[src/rtl/vc_pkg.sv]
// Shared definitions for the VC arbiter/mux stage: FSM encoding and the
// default widths that must match the upstream VC FIFOs.
package vc_pkg;

  // Arbiter FSM encoding.
  typedef enum logic [1:0] {
    IDLE   = 2'd0,
    ACTIVE = 2'd1,
    PAUSED = 2'd2
  } state_t;

  // Word width of the VC FIFOs feeding this stage.
  localparam int DATA_SIZE_DEF     = 6;
  // Data bit that steers a word to D0 (0) or D1 (1).
  localparam int DEST_BIT_DEF      = 5;
  // Consecutive VC0 grants allowed while VC1 is waiting.
  localparam int MAX_VC0_BURST_DEF = 4;
  // Width of the per-destination word counters.
  localparam int CNT_SIZE_DEF      = 8;

endpackage

[src/rtl/vc_arbiter_mux_grant.sv]
// Grant logic between VC0 and VC1. VC0 wins by default, but after
// MAX_VC0_BURST back-to-back VC0 grants with VC1 waiting, VC1 gets one turn.
module rr_burst_grant
  import vc_pkg::*;
#(
  parameter int MAX_VC0_BURST = MAX_VC0_BURST_DEF
) (
  input  logic clk,
  input  logic reset,
  input  logic i_can_pop,
  input  logic i_empty_vc0,
  input  logic i_empty_vc1,
  output logic o_pop_vc0,
  output logic o_pop_vc1
);

  // Counter must hold the value MAX_VC0_BURST itself.
  localparam int CW = (MAX_VC0_BURST < 1) ? 1 : $clog2(MAX_VC0_BURST + 1);
  localparam logic [CW-1:0] BURST_MAX = CW'(MAX_VC0_BURST);

  logic [CW-1:0] r_burst_cnt;
  logic          w_sel_vc1;

  // Pick the source and qualify it; the two pops are mutually exclusive by construction.
  always_comb begin
    w_sel_vc1 = i_empty_vc0 | ((r_burst_cnt == BURST_MAX) & ~i_empty_vc1);
    o_pop_vc1 = i_can_pop & w_sel_vc1 & ~i_empty_vc1;
    o_pop_vc0 = i_can_pop & ~w_sel_vc1 & ~i_empty_vc0;
  end

  // Track VC0 streak length while VC1 waits; saturates at the burst limit.
  always_ff @(posedge clk or posedge reset) begin
    if (reset) begin
      r_burst_cnt <= '0;
    end else if (i_empty_vc1 || o_pop_vc1) begin
      r_burst_cnt <= '0;
    end else if (o_pop_vc0 && (r_burst_cnt != BURST_MAX)) begin
      r_burst_cnt <= r_burst_cnt + CW'(1);
    end
  end

endmodule

[src/rtl/vc_arbiter_mux.sv]
// Pops one word per cycle from the granted VC FIFO and, one cycle later,
// pushes it into D0 or D1 depending on its destination bit. Popping halts
// on any destination pause since the destination is unknown until the read.
module vc_arbiter_mux
  import vc_pkg::*;
#(
  parameter int DATA_SIZE     = DATA_SIZE_DEF,
  parameter int DEST_BIT      = DEST_BIT_DEF,
  parameter int MAX_VC0_BURST = MAX_VC0_BURST_DEF,
  parameter int CNT_SIZE      = CNT_SIZE_DEF
) (
  input  logic                 clk,
  input  logic                 reset,
  input  logic                 fifo_empty_vc0,
  input  logic                 fifo_empty_vc1,
  input  logic [DATA_SIZE-1:0] data_mux_0,
  input  logic [DATA_SIZE-1:0] data_mux_1,
  input  logic                 pause_d0,
  input  logic                 pause_d1,
  output logic                 pop_vc0,
  output logic                 pop_vc1,
  output logic                 push_d0,
  output logic                 push_d1,
  output logic [DATA_SIZE-1:0] data_d0,
  output logic [DATA_SIZE-1:0] data_d1,
  output logic                 idle,
  output logic [CNT_SIZE-1:0]  cnt_d0,
  output logic [CNT_SIZE-1:0]  cnt_d1
);

  state_t               r_state;
  state_t               w_state_next;
  logic                 w_any_pause;
  logic                 w_any_data;
  logic                 w_can_pop;
  logic                 r_valid;
  logic                 r_src;
  logic [DATA_SIZE-1:0] w_word;
  logic [CNT_SIZE-1:0]  r_cnt_d0;
  logic [CNT_SIZE-1:0]  r_cnt_d1;

  assign w_any_pause = pause_d0 | pause_d1;
  assign w_any_data  = ~fifo_empty_vc0 | ~fifo_empty_vc1;
  assign w_can_pop   = (r_state == ACTIVE) & ~w_any_pause;

  // FSM state register.
  always_ff @(posedge clk or posedge reset) begin
    if (reset) r_state <= IDLE;
    else       r_state <= w_state_next;
  end

  // FSM next-state: pause dominates, otherwise follow VC occupancy.
  always_comb begin
    w_state_next = r_state;
    case (r_state)
      IDLE:    if (w_any_data) w_state_next = w_any_pause ? PAUSED : ACTIVE;
      ACTIVE: begin
        if (w_any_pause)      w_state_next = PAUSED;
        else if (!w_any_data) w_state_next = IDLE;
      end
      PAUSED:  if (!w_any_pause) w_state_next = w_any_data ? ACTIVE : IDLE;
      default: w_state_next = IDLE;
    endcase
  end

  rr_burst_grant #(
    .MAX_VC0_BURST (MAX_VC0_BURST)
  ) u_grant (
    .clk         (clk),
    .reset       (reset),
    .i_can_pop   (w_can_pop),
    .i_empty_vc0 (fifo_empty_vc0),
    .i_empty_vc1 (fifo_empty_vc1),
    .o_pop_vc0   (pop_vc0),
    .o_pop_vc1   (pop_vc1)
  );

  // Remember that a word is arriving next cycle and which FIFO it comes from.
  always_ff @(posedge clk or posedge reset) begin
    if (reset) begin
      r_valid <= 1'b0;
      r_src   <= 1'b0;
    end else begin
      r_valid <= pop_vc0 | pop_vc1;
      if (pop_vc0 || pop_vc1) r_src <= pop_vc1;
    end
  end

  // Steer the arriving word by its destination bit; outputs are zero when no word is present.
  always_comb begin
    w_word  = r_src ? data_mux_1 : data_mux_0;
    push_d0 = r_valid & ~w_word[DEST_BIT];
    push_d1 = r_valid &  w_word[DEST_BIT];
    data_d0 = r_valid ? w_word : '0;
    data_d1 = r_valid ? w_word : '0;
  end

  // Per-destination push counters, wrapping naturally.
  always_ff @(posedge clk or posedge reset) begin
    if (reset) begin
      r_cnt_d0 <= '0;
      r_cnt_d1 <= '0;
    end else begin
      if (push_d0) r_cnt_d0 <= r_cnt_d0 + CNT_SIZE'(1);
      if (push_d1) r_cnt_d1 <= r_cnt_d1 + CNT_SIZE'(1);
    end
  end

  assign cnt_d0 = r_cnt_d0;
  assign cnt_d1 = r_cnt_d1;
  assign idle   = (r_state == IDLE) & ~r_valid;

endmodule

[config.mk]
export PLATFORM = sky130hd
export DESIGN_NAME = vc_arbiter_mux
export DESIGN_NICKNAME = d
export VERILOG_FILES = /design/src/rtl/vc_pkg.sv /design/src/rtl/vc_arbiter_mux_grant.sv /design/src/rtl/vc_arbiter_mux.sv
export SDC_FILE = /design/constraint.sdc
export NUM_CORES = 1
export LEC_CHECK = 0
export CELL_PAD_IN_SITES_DETAIL_PLACEMENT = 1
export CELL_PAD_IN_SITES_GLOBAL_PLACEMENT = 2
export CORE_UTILIZATION = 22
export CTS_CLUSTER_SIZE = 8
export DETAILED_ROUTE_END_ITERATION = 10
export GPL_TIMING_DRIVEN = 0
export PLACE_DENSITY = 0.74
export SETUP_SLACK_MARGIN = 0.5
export SLEW_MARGIN = 20
export SYNTH_ARGS = -nofsm -noshare
export SYNTH_HDL_FRONTEND = slang
export SYNTH_SLANG_ARGS = --single-unit
[constraint.sdc]
create_clock -name clk -period 1.9 [get_ports clk]
set_input_delay 0.38 -clock clk [delete_from_list [all_inputs] [get_ports clk]]
set_output_delay 0.38 -clock clk [all_outputs]
set_load 0.1 [all_outputs]
# Word-level counts from Yosys, hierarchy flattened

Index checks and enable logic that the tools add are counted.

Register bits after elaboration: 23
Logic and storage cells: 52
Bits of input ports: 18
Output and inout bits: 33

Reductions and logical operators: 6
Mux-type cells: 11
Bitwise gates (word level): 19
Equality and inequality tests: 7
$add $sub $neg: 3

Operators with widths:

| kind                                                            | number |
|---|---|
| 8-bit by 1-bit adder with 8-bit output, second input constant   | 2 |
| 6-bit two-way mux                                               | 2 |
| 2-bit two-way mux                                               | 5 |
| 1-bit bitwise AND                                               | 9 |
| 3-bit two-way mux                                               | 2 |
| 3-bit inequality test, second input constant                    | 2 |
| 1-bit inverter                                                  | 6 |
| 2-bit one-hot mux with 3 select lines                           | 1 |
| 2-bit inequality test, second input constant                    | 2 |
| 1-bit bitwise OR                                                | 4 |
| 3-bit by 1-bit adder with 3-bit output, second input constant   | 1 |
| 3-bit == test, second input constant                            | 1 |
| 3-bit AND reduction                                             | 1 |
| 2-bit by 1-bit == test with 1-bit output, second input constant | 1 |
| 2-bit == test, second input constant                            | 1 |
| 2-bit logical NOT                                               | 1 |
| 1-bit logical OR                                                | 2 |
| 2-bit nonzero test                                              | 1 |
| 1-bit logical AND                                               | 1 |
| 1-bit two-way mux                                               | 1 |

# Depth between registers and ports, before layout

Gate-level depths: netlist (run 1).

Depth in word-level cells: 9
Gate-level depth with buffers: 5

# Modules after synthesis

From an unflattened synthesis (run 1), not the netlist that was laid out.

Cells, all modules: 122
Area, all modules: 1280.0 um^2

By module, submodules not included:

| module         | area an instance (um^2) | times used | cells each |
|---|---|---|---|
| vc_arbiter_mux | 1072.3                  | 1          | 98 |
| rr_burst_grant | 207.7                   | 1          | 24 |

# Worst setup path after synthesis (run 1)

OpenSTA, ideal clock, no wires.

Path type: flip-flop to output port
Start point: register r_state[1]
End point: output pop_vc1
Setup slack: -1.640 ns
Arrival: 3.160 ns
Stages on the path, launching flop included: 4
Path buffers: 1
Cells stage by stage: dfrtp_1 -> or4b_1 -> buf_2 -> nor3_1

Cells in the longest elaborated chain, start to end: 4

RTL lines:

| item                                     | RTL line                   | RTL |
|---|---|---|
| start: declaration                       | vc_arbiter_mux.sv:31       | `state_t r_state;` |
| start signal: assignment                 | vc_arbiter_mux.sv:49       | `else r_state <= w_state_next;` |
| 2-bit by 1-bit == test with 1-bit output | vc_arbiter_mux.sv:44       | `assign w_can_pop = (r_state == ACTIVE) & ~w_any_pause;` |
| 1-bit bitwise AND                        | vc_arbiter_mux.sv:44       |  |
| 1-bit bitwise AND (2 in series)          | vc_arbiter_mux_grant.sv:27 | `o_pop_vc1 = i_can_pop & w_sel_vc1 & ~i_empty_vc1;` |
| end: declaration                         | vc_arbiter_mux.sv:21       | `output logic pop_vc1,` |

Every way passes these cells.

# Worst setup path in the final report (run 1)

Ends and elaborated chain as after synthesis.

==> results of run 1 <==
-- layout make-up --
class	count	area [µm²]	area share [%]
timing repair buffer	74	893	32.6
tap	70	87.6	3.20
clock inverter	1	5.00	0.183
buffer	10	191	6.99
inverter	8	41.3	1.51
multi-input combinational	82	866	31.6
clock buffer	3	41.3	1.51
sequential	23	612	22.3
-- per-layer routing --
| layer | track usage [%] | share of wire [%] | up-vias |
|---|---|---|---|
| met2 | 28.7 | 55 | 38 |
| met3 | 2.14 | 4.1 | 4 |
| met4 | 2.88 | 0.73 | 0 |
| met5 | 0 | 0 | - |
| met1 | 17.3 | 40 | 605 |
| li1 | - | - | 567 |
-- what timing repair did --
item,in CTS,in global routing
buffers inserted,21,3
pin swaps,23,22
resized for setup,292,22
endpoints found under the setup margin,44,48
-- cell usage in the layout (no fill, tap or decap), types with 2 or more instances in the layout --
cell             netlist  layout
nand3_4                0       2
dfrtp_2                0       8
ha_1                   4       4
mux2i_4                0       2
a21oi_1                5       5
inv_1                  8       5
nand2_1               11       9
buf_12                 0      24
buf_6                  0      20
mux2i_2                0       4
clkdlybuf4s50_1        0      13
mux2_4                 0       3
clkinvlp_4             0       3
nor3_4                 0       9
dfrtp_4                0       7
xnor2_2                0       4
dfrtp_1               23       8
buf_8                  0       3
nor2_1                 3       2
xnor2_1                6       2
nor4_4                 0       2
clkbuf_8               0       3
nand3_1                7       5
nor2b_4                0       5
buf_4                  7      19
dlygate4sd2_1          0       3
xor2_1                 8       8
-- state kept, by name, indices dropped and copies added (netlist names) --
name	cells
cnt_d0	8
cnt_d1	8
u_grant.r_burst_cnt	3
r_state	2
r_src	1
r_valid	1
-- logic make-up (layout without fill, tap and decap cells) --
group,count (synthesis),in the layout,share of synthesized area [%]
mux,9,9,7.59
compound gates,8,8,3.54
simple gates,47,47,20.5
fa+ha+maj,4,4,4.05
flops,23,23,46.6
buf+inv,18,96,7.79
xor+xnor,14,14,9.92
-- where the power goes --
part           switching, mW  total (mW)  internal, mW
registers             0.0413       0.575         0.534
clock network          0.158       0.305         0.146
logic                  0.382       0.627         0.245
total                  0.582        1.51         0.925
-- path summary, 6_finish.rpt --
check	depth (start not counted)	to
min in group asynchronous	2	u_grant.r_burst_cnt[1]
worst max register to register	6	u_grant.r_burst_cnt[2]
worst min register to register	1	cnt_d0[7]
worst max-delay path	4	pop_vc1
max in group asynchronous	2	cnt_d1[1]
worst min-delay path	1	cnt_d0[7]
==> run summary, run 1 <==
Outcome: finished, violations left
Violated checks: setup timing
Hold_buf cts: 0
Avg Inst Size Synth: 10.1 µm²
Ordered cell list for the critical path: or4b_4, buf_8, nor3_4, buf_12
Number of global-route vias before repair: 1380
Unrepaired setup endpoints after global routing: true
CP required: 1.52 ns
Top delay family on crit path: simple AND/OR/NAND/NOR gates
Worst setup path category: register to output pin
Clk root buf: clkbuf_8
# IOs: 51
CTS tree: yes
Final core occ: 51.9%
Inserted Clock Buffers: 3
R2R Setup Slk: -0.03 ns
Drt wl/cell: 15.2 µm
Most common cell in the netlist: dfrtp_1
Main area contributors after synthesis: dfrtp_1, xor2_1, mux2i_1
Final antenna diode count: 0
Max H-tree Level: 1
Crit path DAT: 1.67 ns
CTS clk-pin slew, worst paths: 0.08 ns
Crit path from: r_state[1]
Yosys warning count: 0
Row cnt: 26
CP Buf/Inv Count: 2
Drt via density: 4.48
Lkg Pwr: 1.16 nW
Core Region: 5270 µm²
WHS: 0.480 ns
Cells after synthesis: 123
Dpl ws: -1.34 ns
Mapped Area: 1240 µm²
Synthesis-to-layout area growth: 121%
CP Launch Type: register
Worst r2r src: r_state[1]
Clock buffer depth: 2
# setup viols final: 10
Largest net degree at the start of global routing: 24
Cell variety after synth: 28
Number of fill cells: 557
Slowest CP cell: or4b_4
# DRC: 0
Most area-hungry cell type in the Yosys netlist: dfrtp_1
Worst hold path class: register to register
Slew Limit Fails: 0
Finished Cell Area: 2740 µm²
Die H: 77.0 µm
Pwr/cell area: 550 nW/µm²
Placed instance area: 2080 µm²
Worst vdd ir: 0.000221 V
Final hold violation count: 0
TritonCTS Sinks: 23
Routed WL: 4130 µm
Die X-Extent: 77.0 µm
Pwr Total: 1.51 mW
Routed via count: 1214
Dpl hpwl: 2720 µm
Synth top area share: 46.6%
Ys async rst share: 100%
Clk_lat worst skew: 0.26 ns
Primary FF master, synth: dfrtp_1
Routability congestion estimate: 0.734
Die Area: 5920 µm²
Yosys reg bits: 23
Clock skew: 0.00170 ns
Final critical-path share of the clock period: 108%
Number of flops mapped to enable cells by yosys: 0
Final min period: 2.05 ns
Total global routing track utilization: 14.9%
I/O Buffers: 50
Drt pass-1 iters: 2
FMAX: 0.487 GHz
Final setup margin: -0.154 ns
Net count after synthesis: 145
Hold Crit Start: cnt_d0[7]
Setup TNS Final: -0.618 ns
Worst Tran Pin Value: 0.512 ns
Crit Path Max Fanout: 4
Initial antenna violation count: 0
Share of cells above drive strength 1: 62.7%
First-pass GRT wire length: 6980 µm
Slew margin rel.: 65.8%
Nets@finish: 224
Max-cap violation count: 0
Post-synthesis sequential area ratio: 46.6%
CP endpoint kind: output pin
Initial Utilization: 23.5%
Most common library cells after synthesis: dfrtp_1, nand2_1, nor3_1
Post-route ant nets: 0
Initial drt markers: 16
Worst path max stage delay: 0.49 ns
Total congestion overflow: 0
Placed cells: 243
Layout Cells excl Fill: 271
Power figures use the tool's default switching activity.
==> run 2: changes to the inputs <==
CELL_PAD_IN_SITES_DETAIL_PLACEMENT = not set   (was 1)
CELL_PAD_IN_SITES_GLOBAL_PLACEMENT = not set   (was 2)
CORE_ASPECT_RATIO = 0.8   (was not set)
CORE_UTILIZATION = 38   (was 22)
PLACE_DENSITY = 0.75   (was 0.74)
==> run 2 against run 1 <==
Worst setup slack lost 0.011 ns. Sequential cell count unchanged. Clock skew grew 0.0012 ns. First-iteration DRC count grew 75%. Routed wire length decreased by 1.6%. Critical path depth is the same. Worst hold slack worse by 0.0018 ns. The run still ends with setup timing left. Sequential share of layout area grew 0.72 points. Maximum frequency shrank 0.55%. Cell area fell by 3.1%. Register-to-register slack lost 0.05 ns. Highest routed layer unchanged. Count of clock-buffer cells in the layout grew 1.
==> run summary, run 2 (synthesis gave the netlist of run 1 again) <==
Final antenna diode count: 0 (unchanged)
Violated checks: setup timing
Most frequent cells in the layout: buf_12, buf_6, buf_4
Nets@finish: 218 (-2.7%)
Total congestion overflow: 0 (unchanged)
Share of cells above drive strength 1: 63.1% (+0.39 points)
Synthesis-to-layout area growth: 115%
CTS tree: yes
Worst setup path category: register to output pin
Worst hold path class: primary input to asynchronous set/reset pin
Worst Tran Pin Value: 0.502 ns (-0.0105 ns)
Hold_buf cts: 0 (unchanged)
WHS: 0.478 ns (-0.00184 ns)
Crit path DAT: 1.69 ns (+0.02 ns)
Slowest CP cell: or4b_4
R2R depth: 7 (+1)
Slew margin rel.: 66.5% (+0.70 points)
Unrepaired setup endpoints after global routing: true
Routability congestion estimate: 0.741 (+0.93%)
Lkg Pwr: 1.13 nW (-2.4%)
CP endpoint kind: output pin
CTS clk-pin slew, worst paths: 0.08 ns (about the same)
Total global routing track utilization: 21.8% (+6.9 points)
TritonCTS Sinks: 23 (unchanged)
Slew Limit Fails: 0 (unchanged)
FMAX: 0.484 GHz (-0.55%)
Clk_lat worst skew: 0.27 ns (about the same)
Commonest non-fill, non-tap cell in the layout: buf_12
CP Launch Type: register
# DRC: 0 (unchanged)
Die Area: 3490 µm² (-41%)
Pwr/cell area: 567 nW/µm² (+2.9%)
Worst path max stage delay: 0.49 ns (about the same)
Core Region: 3090 µm² (-41%)
Initial drt markers: 28 (+12)
Die X-Extent: 65.8 µm (-15%)
R2R Setup Slk: -0.08 ns (-0.05 ns)
Post-route ant nets: 0 (unchanged)
CP required: 1.52 ns (about the same)
Outcome: finished, violations left
Max H-tree Level: 1 (unchanged)
Final setup margin: -0.166 ns (-0.0113 ns)
Crit Reg-Reg Endpoint: u_grant.r_burst_cnt[1]
Max-cap violation count: 0 (unchanged)
Worst vdd ir: 0.000784 V (+260%)
Clk root buf: clkbuf_8
Die H: 53.0 µm (-31%)
Initial antenna violation count: 0 (unchanged)
Number of global-route vias before repair: 1157 (-16%)
Dpl ws: -1.32 ns (+0.0151 ns)
Final hold violation count: 0 (unchanged)
Final critical-path share of the clock period: 109% (+0.59 points)
Number of fill cells: 147 (-74%)
Ordered cell list for the critical path: or4b_4, buf_8, nor3_4, buf_12
# setup viols final: 14 (+4)
Final min period: 2.07 ns (+0.0113 ns)
# IOs: 51 (unchanged)
Drt via density: 5.17 (+15%)
Initial Utilization: 40.1% (+17 points)
Drt wl/cell: 17.3 µm (+13%)
Dpl hpwl: 2230 µm (-18%)
Largest net degree at the start of global routing: 24 (unchanged)
Inserted Clock Buffers: 3 (unchanged)
Routed via count: 1215 (+0.082%)
I/O Buffers: 50 (unchanged)
Drt pass-1 iters: 4 (+2)
Routed WL: 4060 µm (-1.6%)
Clock skew: 0.00295 ns (+0.00125 ns)
First-pass GRT wire length: 5510 µm (-21%)
Final core occ: 86.0% (+34 points)
Crit Path Max Fanout: 4 (unchanged)
Worst r2r src: r_state[1]
Clock buffer depth: 2 (unchanged)
Row cnt: 18 (-31%)
## run 2: worst max-delay path: cells and delay by family (launching register included)
| family | cells | cell delay [ns] |
|---|---|---|
| AND/OR/NAND/NOR | 2 | 0.66 |
| flip-flops | 1 | 0.40 |
| buffers and inverters | 2 | 0.35 |
## run 2: worst max path at each step
stage / start / endpoint / slack (ns) / cells after the start
floorplan: pause_d0 / pop_vc1 / -0.34 / 3
global placement: pause_d0 / pop_vc1 / -1.31 / 5
detailed placement: pause_d0 / pop_vc1 / -1.32 / 5
CTS: r_state[1] / pop_vc1 / -0.14 / 4
global route: r_src / data_d0[5] / -0.22 / 6
finish: r_state[1] / pop_vc1 / -0.17 / 4
## run 2: metrics by stage
| step | setup TNS [ns] | instance area (µm²) | cells | total power, mW |
|---|---|---|---|---|
| 5_1_grt | -1.91 | 2650 | 235 | 1.56 |
| 3_3_place_gp | -15.01 | 2040 | 213 | 1.04 |
| 4_1_cts | -0.650 | 2460 | 229 | 1.43 |
| 3_5_place_dp | -15.39 | 2040 | 213 | 1.05 |
| 2_1_floorplan | -1.58 | 1490 | 123 | 0.919 |
| 6_report | -1.22 | 2650 | 235 | 1.50 |
## run 2: layout make-up
| cell class | count | area, µm² | area share (%) |
|---|---|---|---|
| multi-input combinational | 82 | 876 | 33.0 |
| timing repair buffer | 68 | 848 | 32.0 |
| sequential | 23 | 612 | 23.1 |
| buffer | 10 | 180 | 6.79 |
| tap | 40 | 50.0 | 1.89 |
| clock buffer | 4 | 45.0 | 1.70 |
| inverter | 8 | 41.3 | 1.56 |
## run 2: what timing repair did
| action | 4_1_cts | 5_1_grt |
|---|---|---|
| endpoints found under the hold margin | 0 | 0 |
| gates resized for setup | 279 | 34 |
| pin swaps | 18 | 15 |
| endpoints found under the setup margin | 45 | 54 |
| setup buffers | 12 | 6 |
## run 2: metal layers
| metal | global-route usage, % | up-vias | wire (µm) |
|---|---|---|---|
| met5 | 0 | - | 0 |
| met1 | 27.9 | 586 | 1620 |
| met4 | 8.70 | 0 | 123 |
| met3 | 3.88 | 15 | 278 |
| met2 | 36.7 | 58 | 2040 |
| li1 | - | 556 | - |
## run 2: power by group
| part | leakage [nW] | switching (mW) | internal, mW | total [mW] |
|---|---|---|---|---|
| Clock | 0.0228 | 0.161 | 0.150 | 0.311 |
| Sequential | 0.272 | 0.0386 | 0.533 | 0.572 |
| Combinational | 0.837 | 0.382 | 0.238 | 0.620 |
